File: src/rtl/ps2_keyboard_rx.sv
// ps2_keyboard_rx: PS/2 receive path -- sync, glitch filter, 11-bit deframer
// and scan-code set 2 make/break/E0 decoder with held key outputs.
module ps2_keyboard_rx #(
  parameter int FILTER_LEN     = 8,
  parameter int TIMEOUT_CYCLES = 50000
) (
  input  logic       Clk,
  input  logic       Reset_n,
  input  logic       PS2_CLK,
  input  logic       PS2_DAT,
  output logic [7:0] keyCode,
  output logic       keypress,
  output logic       extended,
  output logic       key_valid,
  output logic       frame_err
);
  localparam int TW = $clog2(TIMEOUT_CYCLES + 1);
  typedef enum logic [1:0] {IDLE, DATA, PARITY, STOP} state_t;
  logic [1:0]            clk_s, dat_s;
  logic [FILTER_LEN-1:0] hist;
  logic                  filt, filt_d, sample, good, timeout;
  state_t                state;
  logic [2:0]            bitcnt;
  logic [7:0]            shreg;
  logic                  par, ext_flag, brk_flag;
  logic [TW-1:0]         tcnt;
  assign sample  = filt_d & ~filt;
  assign good    = dat_s[1] & ^{shreg, par};
  assign timeout = state != IDLE && tcnt == TW'(TIMEOUT_CYCLES - 1);
  always_ff @(posedge Clk or negedge Reset_n)
    if (!Reset_n) begin
      clk_s  <= '1;
      dat_s  <= '1;
      hist   <= '1;
      filt   <= 1'b1;
      filt_d <= 1'b1;
    end else begin
      clk_s  <= {clk_s[0], PS2_CLK};
      dat_s  <= {dat_s[0], PS2_DAT};
      hist   <= {hist[FILTER_LEN-2:0], clk_s[1]};
      filt   <= &hist ? 1'b1 : (|hist ? filt : 1'b0);
      filt_d <= filt;
    end
  always_ff @(posedge Clk or negedge Reset_n)
    if (!Reset_n) begin
      state     <= IDLE;
      bitcnt    <= '0;
      shreg     <= '0;
      par       <= 1'b0;
      tcnt      <= '0;
      ext_flag  <= 1'b0;
      brk_flag  <= 1'b0;
      keyCode   <= '0;
      keypress  <= 1'b0;
      extended  <= 1'b0;
      key_valid <= 1'b0;
      frame_err <= 1'b0;
    end else begin
      key_valid <= 1'b0;
      frame_err <= 1'b0;
      if (timeout) begin
        state     <= IDLE;
        tcnt      <= '0;
        frame_err <= 1'b1;
        ext_flag  <= 1'b0;
        brk_flag  <= 1'b0;
      end else if (sample) begin
        tcnt <= '0;
        case (state)
          IDLE:
            if (dat_s[1]) frame_err <= 1'b1;
            else begin
              state  <= DATA;
              bitcnt <= '0;
            end
          DATA: begin
            shreg  <= {dat_s[1], shreg[7:1]};
            bitcnt <= bitcnt + 3'd1;
            if (bitcnt == 3'd7) state <= PARITY;
          end
          PARITY: begin
            par   <= dat_s[1];
            state <= STOP;
          end
          STOP: begin
            state <= IDLE;
            // prefixes only arm flags; any other good byte is a key event
            if (!good) begin
              frame_err <= 1'b1;
              ext_flag  <= 1'b0;
              brk_flag  <= 1'b0;
            end else if (shreg == 8'hE0) ext_flag <= 1'b1;
            else if (shreg == 8'hF0) brk_flag <= 1'b1;
            else begin
              keyCode   <= shreg;
              keypress  <= ~brk_flag;
              extended  <= ext_flag;
              key_valid <= 1'b1;
              ext_flag  <= 1'b0;
              brk_flag  <= 1'b0;
            end
          end
        endcase
      end else tcnt <= state != IDLE ? tcnt + 1'b1 : '0;
    end
endmodule
File: config.mk
export PLATFORM = sky130hd
export DESIGN_NAME = ps2_keyboard_rx
export DESIGN_NICKNAME = d
export VERILOG_FILES = /design/src/rtl/ps2_keyboard_rx.sv
export SDC_FILE = /design/constraint.sdc
export NUM_CORES = 1
export LEC_CHECK = 0
export ABC_AREA = 1
export CORE_MARGIN = 5
export CORE_UTILIZATION = 30
export CTS_CLUSTER_DIAMETER = 80
export DETAILED_ROUTE_END_ITERATION = 10
export HOLD_SLACK_MARGIN = 0.05
export PLACE_DENSITY = 0.51
export REMOVE_ABC_BUFFERS = 1
export SKIP_LAST_GASP = 1
export SLEW_MARGIN = 0
export SYNTH_ARGS = -nofsm -noshare
export SYNTH_HDL_FRONTEND = slang
export SYNTH_SLANG_ARGS = --single-unit
File: constraint.sdc
create_clock -name Clk -period 2.2 [get_ports Clk]
set_input_delay 0.33 -clock Clk [delete_from_list [all_inputs] [get_ports Clk]]
set_output_delay 0.33 -clock Clk [all_outputs]
set_load 0.05 [all_outputs]
# Yosys cells after proc, flatten, opt, wreduce, memory -nomap -nowiden
# Cells that the tools add are included.
word_totals:
  ff_bits: 58
  in_bits: 4
  out_inout_bits: 12
  wordCells: 90
op_classes:
  n_addsub: 2
  n_bitwise: 7
  muxes: 35
  n_eq_ne: 13
  reduce_logical: 16
op_table:
  columns: ["cell", "n"]
  rows:
  - ["16-bit two-way mux", 3]
  - ["1-bit two-way mux", 24]
  - ["16-bit by 1-bit adder with 16-bit output, second input constant", 1]
  - ["16-bit == test, second input constant", 1]
  - ["8-bit == test, second input constant", 2]
  - ["3-bit AND reduction", 5]
  - ["3-bit != test, second input constant", 3]
  - ["9-bit parity", 1]
  - ["2-bit two-way mux", 4]
  - ["2-bit one-hot mux with 4 select lines", 1]
  - ["8-bit AND reduction", 1]
  - ["2-bit nonzero test", 4]
  - ["8-bit OR reduction", 1]
  - ["3-bit one-hot mux with 2 select lines", 1]
  - ["6-bit AND reduction", 1]
  - ["1-bit NOT", 5]
  - ["2-bit == test, second input constant", 2]
  - ["2-bit != test, second input constant", 2]
  - ["4-bit != test, second input constant", 1]
  - ["4-bit AND reduction", 1]
  - ["3-bit by 1-bit adder with 3-bit output, second input constant", 1]
  - ["3-bit == test, second input constant", 1]
  - ["3-bit two-way mux", 1]
  - ["1-bit AND", 2]
  - ["other kinds (4)", 4]

# Logic depth before layout (Yosys ltp)
logic_depth:
  ltp_word: 7
  ltp_mapped: 16
  depth_no_buf: 15

# Worst setup path after synthesis
# Ideal clock, no wire load.
synth_path:
  kind: "reg2reg"
  start: "register tcnt[0]"
  end: "register tcnt[14]"
  period_less_slack_ns: 1.533
  required_ns: 2.129
  path_buffers: 0
  arrival_time_ns: 1.462
  path_slack_ns: 0.667
  stages_incl_launch_ff: 12
  setup_ns: 0.071
  path_cell_list: "dfrtp_1 -> ha_1 -> nand2_1 -> nor2_4 -> nand4_1 -> nor2_2 -> nand2_1 -> nor2_1 -> nand2_1 -> o21ai_1 -> nand2_1 -> nor2_1"
synth_between:
  elab_chain_len: 4
  word_cells_on_any_way: 6
  classes_between: "add/sub: 1; eq/ne: 1; mux: 3; reduce/logical: 1"
synth_lines:
  columns: ["element", "line", "source"]
  rows:
  - ["start: declaration", "26", "logic [TW-1:0] tcnt;"]
  - ["start signal: assignment", "104", "end else tcnt <= state != IDLE ? tcnt + 1'b1 : '0;"]
  - ["16-bit by 1-bit adder with 16-bit output", "104", null]
  - ["16-bit two-way mux", "104", null]
  - ["16-bit two-way mux", "67", "end else if (sample) begin"]
  - ["16-bit two-way mux (*)", "61", "if (timeout) begin"]
# Every way passes the cells marked *; elsewhere a longest branch is shown, timed or not.
# A chain may end at the register's enable or synchronous reset.

# Worst setup path in the final report
layout_path:
  start: "register extended"
  end: "output extended"
layout_lines:
  columns: ["element", "line", "source"]
  rows:
  - ["start: declaration", "13", "output logic extended,"]
  - ["start signal: assignment", "97", "extended <= ext_flag;"]
# No word-level cell between the ends.

==> flow_summary.ini <==
[setup_path]
slowest_stage = clkdlybuf4s50_1
end_kind = primary output
path_cells = clkdlybuf4s50_1
crit_family = buffers and inverters
crit_fanout = 2
crit_arrival_ns = 1.54
required_ns = 1.87
cp-start-kind = flip-flop
cp_num_buf_inv = 1
timing.setup.critical_path_class = flip-flop to primary output
cpPeakStageDelay_ns = 0.82

[route]
ant_nets = 0
vias_per_cell = 4.36
first_iter_violations = 82
drt-pass1-iter-count = 6
drc = 0
wirelength_um = 5270
num_vias = 2147
wl_per_cell_um = 10.7

[layout]
fin_cells = 492
antenna_cells = 0
final_area_um2 = 3410
drive_above_1_share_pct = 17.6
final_nets = 370
final_util_pct = 36.7
syn_to_final_growth_pct = 19.1

[placed_design]
post-dp-hpwl_um = 3880
io_buffers = 15
dpl-instance-area_um2 = 3180
placed_cells = 475
pre_cts_ws_ns = 0.433
place_congestion = 0.788

[logic_synthesis]
netlist_instances = 330
ys_seq_area_share_pct = 51.4
avgSynthCellArea_um2 = 8.67
yosys_warnings = 0
ys_seq_elements = 58
synth.distinct_cells = 33
syn-cell-area_um2 = 2860

[global_route]
grt-ovfl-total = 0
antenna_found_initial = 0
track_usage_pct = 10.2
grt_pass1_vias = 2069
grt_first_pass_wirelength_um = 9330
grt_max_degree = 25

[cts]
clk_latency_ns = 0.34
post_cts_buffers = 0
cts-buffers-inserted = 9
h-tree-depth = 3
root_buffer = clkbuf_8
post_cts_resized = 0
cts_tree = yes
cts.clk_slew.worst_paths_ns = 0.06
clockBufferDepth = 2
cts.sinks = 58
postCtsHoldBufs = 1

[timing]
setup_viol = 0
fin_setup_tns_ns = 0
fmax_mhz = 534
hold_ws_ns = 0.357
maxSlewViolCount = 0
timing.final.crit_period_ns = 1.87
skew_ns = 0.00652
setup_slack_ns = 0.328
fin_crit_sh_pct = 85.1
rsz0062_at_grt = no
tightest_slew_ns = 0.617
slew_headroom_pct = 58.5
finalHoldViolCount = 0

[floorplan]
core_area_um2 = 9280
die_y_um = 108
start_util_pct = 30.8
die_x_um = 108
pin_count = 16
rows = 35
die-area_um2 = 11600

[pwr]
clockPowerShare_pct = 38.0
p_int_mw = 2.00
p_leak_nw = 1.58
p_seq_share_pct = 43.1
swShare_pct = 29.5
fin_total_pwr_mw = 2.84
netSwitchingPower_mw = 0.839
power.share.combinational_pct = 18.9
powerDensity_nw_per_um2 = 835
ir_drop_mv = 0.342

[min_path]
hp-class = flip-flop to flip-flop

[status]
run_status = complete, no violations

[job]
drv_cap = 0
[registers in the layout, indices dropped and copies added (netlist names)]
name	flops
tcnt	16
hist	8
keyCode	8
shreg	8
bitcnt	3
clk_s	2
dat_s	2
state	2
brk_flag	1
ext_flag	1
extended	1
filt	1
filt_d	1
frame_err	1
key_valid	1
keypress	1
par	1
[worst paths after layout]
check,slack (ns),endpoint,start,cells after the start
min,0.36,hist[0],clk_s[1],0
max,0.33,extended,extended,1
max reg2reg,0.44,extended,shreg[5],15
min reg2reg,0.36,hist[0],clk_s[1],0
min in group asynchronous,0.42,shreg[5],Reset_n,2
max in group asynchronous,1.15,shreg[7],Reset_n,3
[logic make-up (layout without fill, tap and decap cells)]
| family | after synthesis | count (layout) | share of synthesized area [%] |
|---|---|---|---|
| compound gates | 45 | 45 | 9.06 |
| simple gates | 171 | 171 | 28.6 |
| xor+xnor | 2 | 2 | 0.613 |
| fa+ha+maj | 8 | 8 | 3.50 |
| buf+inv | 46 | 79 | 6.91 |
| flops | 58 | 58 | 51.4 |
[Yosys cell counts, drive strengths merged]
library cell | n | area share (%)
nand2 | 102 | 14
dfrtp | 44 | 38
inv | 40 | 5.2
o21ai | 33 | 6.8
nor2 | 26 | 4.2
nand3 | 17 | 3.1
dfstp | 14 | 13
nand4 | 11 | 2.9
a21oi | 10 | 1.7
nor4 | 9 | 2.9
ha | 8 | 3.5
buf | 4 | 1.4
nor3 | 3 | 0.52
clkinv | 2 | 0.31
or2 | 2 | 0.44
a31oi | 1 | 0.22
and3 | 1 | 0.22
o21bai | 1 | 0.26
xnor2 | 1 | 0.31
xor2 | 1 | 0.31
[layout make-up]
class	instances	area, um2
clock buffer	11	141
clock inverter	5	77.6
fill	980	5880
inverter	42	159
multi-input combinational	226	1190
sequential	58	1470
tap	129	161
timing repair buffer	21	205
[power groups by stage]
stage	combinational, mW	sequential, mW	clock [mW]
2_1_floorplan	0.386	1.24	0
3_3_place_gp	0.541	1.24	0
3_5_place_dp	0.547	1.24	0
4_1_cts	0.550	1.23	1.11
5_1_grt	0.642	1.24	1.17
6_report	0.538	1.23	1.08
[layer usage]
| metal | vias up | track usage [%] | wire length [um] | share of wire, % |
|---|---|---|---|---|
| li1 | 1131 | - | - | - |
| met1 | 984 | 12.9 | 2600 | 49 |
| met2 | 23 | 15.7 | 2380 | 45 |
| met3 | 9 | 3.78 | 197 | 3.7 |
| met4 | 0 | 4.33 | 87 | 1.7 |
| met5 | - | 0 | 0 | 0 |
[layout by cell type (no fill, tap or decap), types with 2 or more instances in the layout]
master / instances
o21ai_1: 4
clkbuf_8: 10
nand2_4: 2
nand3_1: 16
or2_2: 2
a21oi_1: 10
bufinv_16: 2
nor2_4: 2
ha_1: 8
nor4_1: 6
clkdlybuf4s50_1: 14
nor4_2: 2
buf_4: 4
clkinv_2: 3
o21ai_2: 8
nor3_1: 3
nor2_1: 21
nor2_2: 3
nand2_1: 97
o21ai_0: 21
inv_2: 3
dfstp_2: 14
inv_1: 37
dfrtp_1: 44
nand4_1: 10
nand2_2: 3
Power figures use the tool's default switching activity.
